===== src/rtl/rgb_pkg.sv =====
// Shared types for the RGB hue cycler: run modes, hue segments and the
// per-channel role each segment assigns to R, G and B.
package rgb_pkg;

  typedef enum logic [1:0] {CYCLE = 2'd0, HOLD = 2'd1, STEP = 2'd2, OFF = 2'd3} mode_t;

  typedef enum logic [2:0] {
    GREEN_INC = 3'd0,
    RED_DEC   = 3'd1,
    BLUE_INC  = 3'd2,
    GREEN_DEC = 3'd3,
    RED_INC   = 3'd4,
    BLUE_DEC  = 3'd5
  } seg_t;

  typedef enum logic [1:0] {FULL = 2'd0, OFF_R = 2'd1, UP = 2'd2, DOWN = 2'd3} role_t;

  // Channel index: 0 = red, 1 = green, 2 = blue.
  function automatic role_t seg_role(input seg_t seg, input logic [1:0] ch);
    role_t r;
    role_t g;
    role_t b;
    case (seg)
      GREEN_INC: begin r = FULL;  g = UP;    b = OFF_R; end
      RED_DEC:   begin r = DOWN;  g = FULL;  b = OFF_R; end
      BLUE_INC:  begin r = OFF_R; g = FULL;  b = UP;    end
      GREEN_DEC: begin r = OFF_R; g = DOWN;  b = FULL;  end
      RED_INC:   begin r = UP;    g = OFF_R; b = FULL;  end
      BLUE_DEC:  begin r = FULL;  g = OFF_R; b = DOWN;  end
      default:   begin r = OFF_R; g = OFF_R; b = OFF_R; end
    endcase
    case (ch)
      2'd0:    return r;
      2'd1:    return g;
      default: return b;
    endcase
  endfunction

endpackage


===== src/rtl/rgb_pwm_channel.sv =====
// One PWM output: pending/active duty pair so a period is never torn, and a
// registered active-low pin.
module rgb_pwm_channel #(
  parameter int DW = 10
) (
  input  logic          clk,
  input  logic          rst_n,
  input  logic          run,
  input  logic          load,
  input  logic [DW-1:0] pwm_cnt,
  input  logic [DW-1:0] duty,
  output logic          pin
);

  logic [DW-1:0] pending;
  logic [DW-1:0] active;

  always_ff @(posedge clk) begin
    if (!rst_n) begin
      pending <= '0;
      active  <= '0;
      pin     <= 1'b1;
    end else begin
      pending <= duty;
      if (load) active <= pending;
      pin <= run ? ~(pwm_cnt < active) : 1'b1;
    end
  end

endmodule


===== src/rtl/rgb_hue_cycler.sv =====
// Hue-wheel walker: six ramp segments, brightness scaling and three
// active-low PWM LED outputs with run-mode and direction control.
module rgb_hue_cycler
  import rgb_pkg::*;
#(
  parameter int PWM_INTERVAL = 1000,
  parameter int STEP_CYCLES  = 2000,
  parameter int BRIGHT_BITS  = 8
) (
  input  logic                   clk,
  input  logic                   rst_n,
  input  logic                   en,
  input  logic [1:0]             mode,
  input  logic                   dir,
  input  logic                   step_pulse,
  input  logic [BRIGHT_BITS-1:0] brightness,
  output logic                   RGB_R,
  output logic                   RGB_G,
  output logic                   RGB_B,
  output logic [2:0]             segment,
  output logic                   wrap
);

  localparam int DW = $clog2(PWM_INTERVAL + 1);
  localparam int SW = $clog2(STEP_CYCLES + 1);
  localparam int PW = DW + BRIGHT_BITS + 1;
  localparam logic [DW-1:0] LAST      = DW'(PWM_INTERVAL - 1);
  localparam logic [DW-1:0] FULL_DUTY = DW'(PWM_INTERVAL);
  localparam logic [SW-1:0] STEP_LAST = SW'(STEP_CYCLES - 1);

  mode_t         mode_i;
  seg_t          seg;
  logic [DW-1:0] ramp;
  logic [DW-1:0] pwm_cnt;
  logic [SW-1:0] step_cnt;
  logic          run;
  logic          tick;
  logic          load;
  logic [2:0]    pins;
  logic [DW-1:0] duty [3];

  assign mode_i = mode_t'(mode);
  assign run    = en && (mode_i != OFF);
  assign tick   = en && (((mode_i == CYCLE) && (step_cnt == STEP_LAST)) ||
                         ((mode_i == STEP) && step_pulse));
  // Idle PWM keeps active duty tracking pending, so re-enable starts current.
  assign load   = !run || (pwm_cnt == LAST);

  always_ff @(posedge clk) begin
    if (!rst_n) begin
      seg      <= GREEN_INC;
      ramp     <= '0;
      step_cnt <= '0;
      pwm_cnt  <= '0;
      wrap     <= 1'b0;
    end else begin
      wrap <= 1'b0;
      if (mode_i == STEP) step_cnt <= '0;
      else if (en && (mode_i == CYCLE))
        step_cnt <= (step_cnt == STEP_LAST) ? '0 : step_cnt + SW'(1);

      if (tick) begin
        if (!dir) begin
          if (ramp == LAST) begin
            ramp <= '0;
            seg  <= (seg == BLUE_DEC) ? GREEN_INC : seg_t'(seg + 3'd1);
            wrap <= (seg == BLUE_DEC);
          end else begin
            ramp <= ramp + DW'(1);
          end
        end else begin
          if (ramp == '0) begin
            ramp <= LAST;
            seg  <= (seg == GREEN_INC) ? BLUE_DEC : seg_t'(seg - 3'd1);
            wrap <= (seg == GREEN_INC);
          end else begin
            ramp <= ramp - DW'(1);
          end
        end
      end

      if (!run || (pwm_cnt == LAST)) pwm_cnt <= '0;
      else                           pwm_cnt <= pwm_cnt + DW'(1);
    end
  end

  for (genvar ch = 0; ch < 3; ch++) begin : g_ch
    logic [DW-1:0]          raw;
    logic [BRIGHT_BITS:0]   scale;
    logic [PW-1:0]          prod;

    always_comb begin
      raw = '0;
      case (seg_role(seg, 2'(ch)))
        FULL:    raw = FULL_DUTY;
        OFF_R:   raw = '0;
        UP:      raw = ramp;
        DOWN:    raw = LAST - ramp;
        default: raw = '0;
      endcase
      scale    = {1'b0, brightness} + (BRIGHT_BITS + 1)'(1);
      prod     = PW'(raw) * PW'(scale);
      duty[ch] = DW'(prod >> BRIGHT_BITS);
    end

    rgb_pwm_channel #(.DW(DW)) u_ch (
      .clk     (clk),
      .rst_n   (rst_n),
      .run     (run),
      .load    (load),
      .pwm_cnt (pwm_cnt),
      .duty    (duty[ch]),
      .pin     (pins[ch])
    );
  end

  assign RGB_R   = pins[0];
  assign RGB_G   = pins[1];
  assign RGB_B   = pins[2];
  assign segment = seg;

endmodule


===== config.mk =====
export PLATFORM = sky130hd
export DESIGN_NAME = rgb_hue_cycler
export DESIGN_NICKNAME = d
export VERILOG_FILES = /design/src/rtl/rgb_pkg.sv /design/src/rtl/rgb_pwm_channel.sv /design/src/rtl/rgb_hue_cycler.sv
export SDC_FILE = /design/constraint.sdc
export NUM_CORES = 1
export LEC_CHECK = 0
export ABC_AREA = 0
export BUFFER_PORTS_ARGS = -buffer_cell sky130_fd_sc_hd__buf_2
export CORE_MARGIN = 2
export CORE_UTILIZATION = 40
export DETAILED_ROUTE_END_ITERATION = 10
export MAX_ROUTING_LAYER = met4
export PLACE_DENSITY = 0.55
export SYNTH_ARGS = -nofsm -noshare
export SYNTH_HDL_FRONTEND = slang
export SYNTH_HIERARCHICAL = 1
export SYNTH_SLANG_ARGS = --single-unit

===== constraint.sdc =====
create_clock -name clk -period 14.45 [get_ports clk]
set_input_delay 0 -clock clk [delete_from_list [all_inputs] [get_ports clk]]
set_output_delay 0 -clock clk [all_outputs]
set_load 0.05 [all_outputs]

==> impl_metrics.tcl <==
set metrics [dict create \
    timing.hold.ws_ps 45.28 \
    die_w_um 186.3 \
    critPathKind "reg -> reg" \
    period_share_pct 45.33 \
    ios 22 \
    fp.dieH_um 186.3 \
    vias 10423 \
    r2r_slack_ps 7900 \
    dpl.hpwl_mm 25.87 \
    cp.required_ps 14710 \
    p_leak_nw 6.817 \
    core_um2 32620 \
    reg2reg_from "segment[0]$_SDFFE_PN0P_" \
    rr_endpoint "g_ch[1].u_ch/pending[9]$_SDFF_PN0_" \
    synth_common_cells "inv_1 (245), nor2_1 (216), fa_1 (165)" \
    synth_async_sr_flop_share_pct 0 \
    synth_area_um2 13300 \
    initial_utilization_pct 40.77 \
    clk_path_buf_depth 2 \
    synth_top_cell_area_share_pct 24.84 \
    viasPerCell 5.124 \
    drtIter0Drc 551 \
    cts_max_level 3 \
    yosys.area.top_type "fa_1" \
    cts_hold_buffers 0 \
    outcome "finished clean" \
    finalInstanceArea_um2 14090 \
    cp-start-kind "flop" \
    reg2reg_depth 21 \
    tightest_slew_ps 944.4 \
    stdcell_count 2034 \
    grt_pass1_vias 10890 \
    min_path_cells 4 \
    avgSynthCellArea_um2 8.290 \
    synth_cells 1604 \
    antenna_found_initial 1 \
    yosysUniqueCellTypes 75 \
    holdPathEnd "step_cnt[0]$_SDFFE_PP0P_" \
    ys_top_cells_by_area "fa_1 (25%), dfxtp_1 (15%), ha_1 (13%)" \
    setup_tns_ps 0 \
    yosysMostFrequentCell "inv_1" \
    crit_path_end_kind "flop" \
    powerDensity_nw_per_um2 75.33 \
    dpl.cell_count 2018 \
    synth_warnings 6 \
    drt_pass1_iterations 5 \
    yosysSeqAreaShare_pct 14.75 \
    hp-start "mode[0]" \
    cts_root_buffer "clkbuf_16" \
    area_growth_pct 5.984 \
    drcViolationCount 0 \
    synth_seq_cells 98 \
    grt_pass1_wl_mm 56.95 \
    setup_viol 0 \
    wl_mm 33.21 \
    gr-total-overflow 0 \
    post_cts.repair.setup_buffers 0 \
    fp.dieArea_um2 34720 \
    slew_violations 0 \
    arrival_ps 6810 \
    numCtsBuffers 9 \
    layout.nets 1903 \
    n_antenna_cell 0 \
    dpl_cell_area_um2 13820 \
    ant_nets 0 \
    hold_viol 0 \
    synthFlopType "dfxtp_1" \
    max_freq_ghz 0.1527 \
    drv_cap 0 \
    clk_latency_ps 380 \
    rsz0062_at_grt "false" \
    finalCriticalPeriod_ps 6550 \
    hold_class "in -> reg" \
    critPathMaxFanout 28 \
    wl_per_cell_um 16.33 \
    ir_drop_mv 0.1192 \
    maxSlewHeadroom_pct 36.46 \
    finalClockSkew_ps 25.26 \
    cts_tree "done" \
    gp_congestion 0.8486 \
    ctsResizeCount 0 \
    syn_nets 1920 \
    cts.sinks 98 \
    rows 66 \
    drive_gt1_share_pct 5.653 \
    path_clk_slew_ps 70 \
    grt_start_max_net_pins 73 \
    io_buffers 21 \
    synth_edf_count 0 \
    track_usage_pct 20.87 \
]
-- report_power, final --
part | internal (mW) | total, mW | switching [mW] | leakage, nW
logic | 0.219 | 0.512 | 0.292 | 5.88
registers | 0.293 | 0.306 | 0.0134 | 0.795
clock network | 0.119 | 0.244 | 0.124 | 0.139
total | 0.632 | 1.06 | 0.430 | 6.82
-- metal layers --
layer	part of all wire [%]	wire, um	track usage [%]	vias to the layer above
li1	-	-	-	5080
met1	48	15800	28.07	5128
met2	48	15800	34.18	184
met3	3.3	1107	1.956	31
met4	1.5	514	4.708	0
met5	0	0	-	-
-- stage by stage --
step / power [mW] / setup slack [ps] / utilization, %
2_1_floorplan: 0.7037 / 7927 / -
3_3_place_gp: 0.8258 / 8080 / 42.36
3_5_place_dp: 0.8292 / 7994 / 42.36
4_1_cts: 1.078 / 7974 / 43.21
5_1_grt: 1.163 / 7468 / 43.21
6_report: 1.062 / 7900 / 43.21
-- layout make-up --
type                            instances  area, um^2
Fill cell                            3318       18530
Multi-Input combinational cell       1191       10130
Sequential cell                        98        1962
Inverter                              247       927.1
Tap cell                              442       553.0
Timing Repair Buffer                   40       247.7
Clock buffer                           10       229.0
Clock inverter                          6       47.55
-- registers in the layout, indices dropped and copies added, names as in the netlist --
register           count
g_ch.u_ch/active      30
g_ch.u_ch/pending     30
step_cnt              11
pwm_cnt               10
ramp                  10
g_ch.u_ch/pin          3
segment                3
wrap                   1
-- worst max path at each step --
stage,start,end,slack [ps],depth (start not counted)
2_1_floorplan,segment[0]$_SDFFE_PN0P_,g_ch[1].u_ch/pending[9]$_SDFF_PN0_,7930,23
3_3_place_gp,segment[0]$_SDFFE_PN0P_,g_ch[1].u_ch/pending[6]$_SDFF_PN0_,8080,19
3_5_place_dp,segment[0]$_SDFFE_PN0P_,g_ch[1].u_ch/pending[9]$_SDFF_PN0_,7990,21
4_1_cts,segment[0]$_SDFFE_PN0P_,g_ch[1].u_ch/pending[9]$_SDFF_PN0_,7970,21
5_1_grt,segment[0]$_SDFFE_PN0P_,g_ch[1].u_ch/pending[9]$_SDFF_PN0_,7470,19
6_report,segment[0]$_SDFFE_PN0P_,g_ch[1].u_ch/pending[9]$_SDFF_PN0_,7900,21
-- placed cells by master (no fill, tap or decap), drive strengths merged, types with 4 or more instances in the layout --
master / n
inv: 248
nor2: 216
fa: 165
nand2: 144
ha: 136
dfxtp: 98
xnor2: 48
a21oi: 48
o21ai: 46
nor2b: 41
buf: 40
and2: 38
mux2i: 35
nand3: 30
nand2b: 29
xor2: 23
a21o: 18
or2: 17
and3: 16
nor3: 15
nand4: 12
a31oi: 12
a211oi: 12
clkbuf: 10
o21a: 8
and4: 8
or3: 6
a221oi: 6
clkinv: 5
nand3b: 4
and3b: 4
-- logic make-up (layout without fill, tap and decap cells) --
family | count (synthesis) | in the layout | synth area share, %
multiplexers | 37 | 37 | 2.804
AO/OA/AOI/OAI | 183 | 183 | 9.070
XOR/XNOR | 71 | 71 | 4.676
adder cells (fa/ha/maj) | 301 | 301 | 37.64
AND/OR/NAND/NOR | 599 | 599 | 21.74
buffers and inverters | 315 | 303 | 9.315
flip-flops | 98 | 98 | 14.75
-- worst max-delay path, cell delays in order (launching register included) --
cell       delay, ps
dfxtp_1          480
buf_4            330
nor2_1            80
ha_1             260
nor2b_1          260
o21bai_1         200
a211oi_1         810
nor2_1           170
fa_1             570
inv_1             50
fa_1             490
fa_1             520
fa_1             540
inv_1             40
ha_1             350
a21oi_1          140
o21ai_0           90
a21o_1           210
and3_1           190
a2111oi_2        380
xnor2_1          100
and2_1           160
Note: power is estimated with default switching activity, not from simulation.
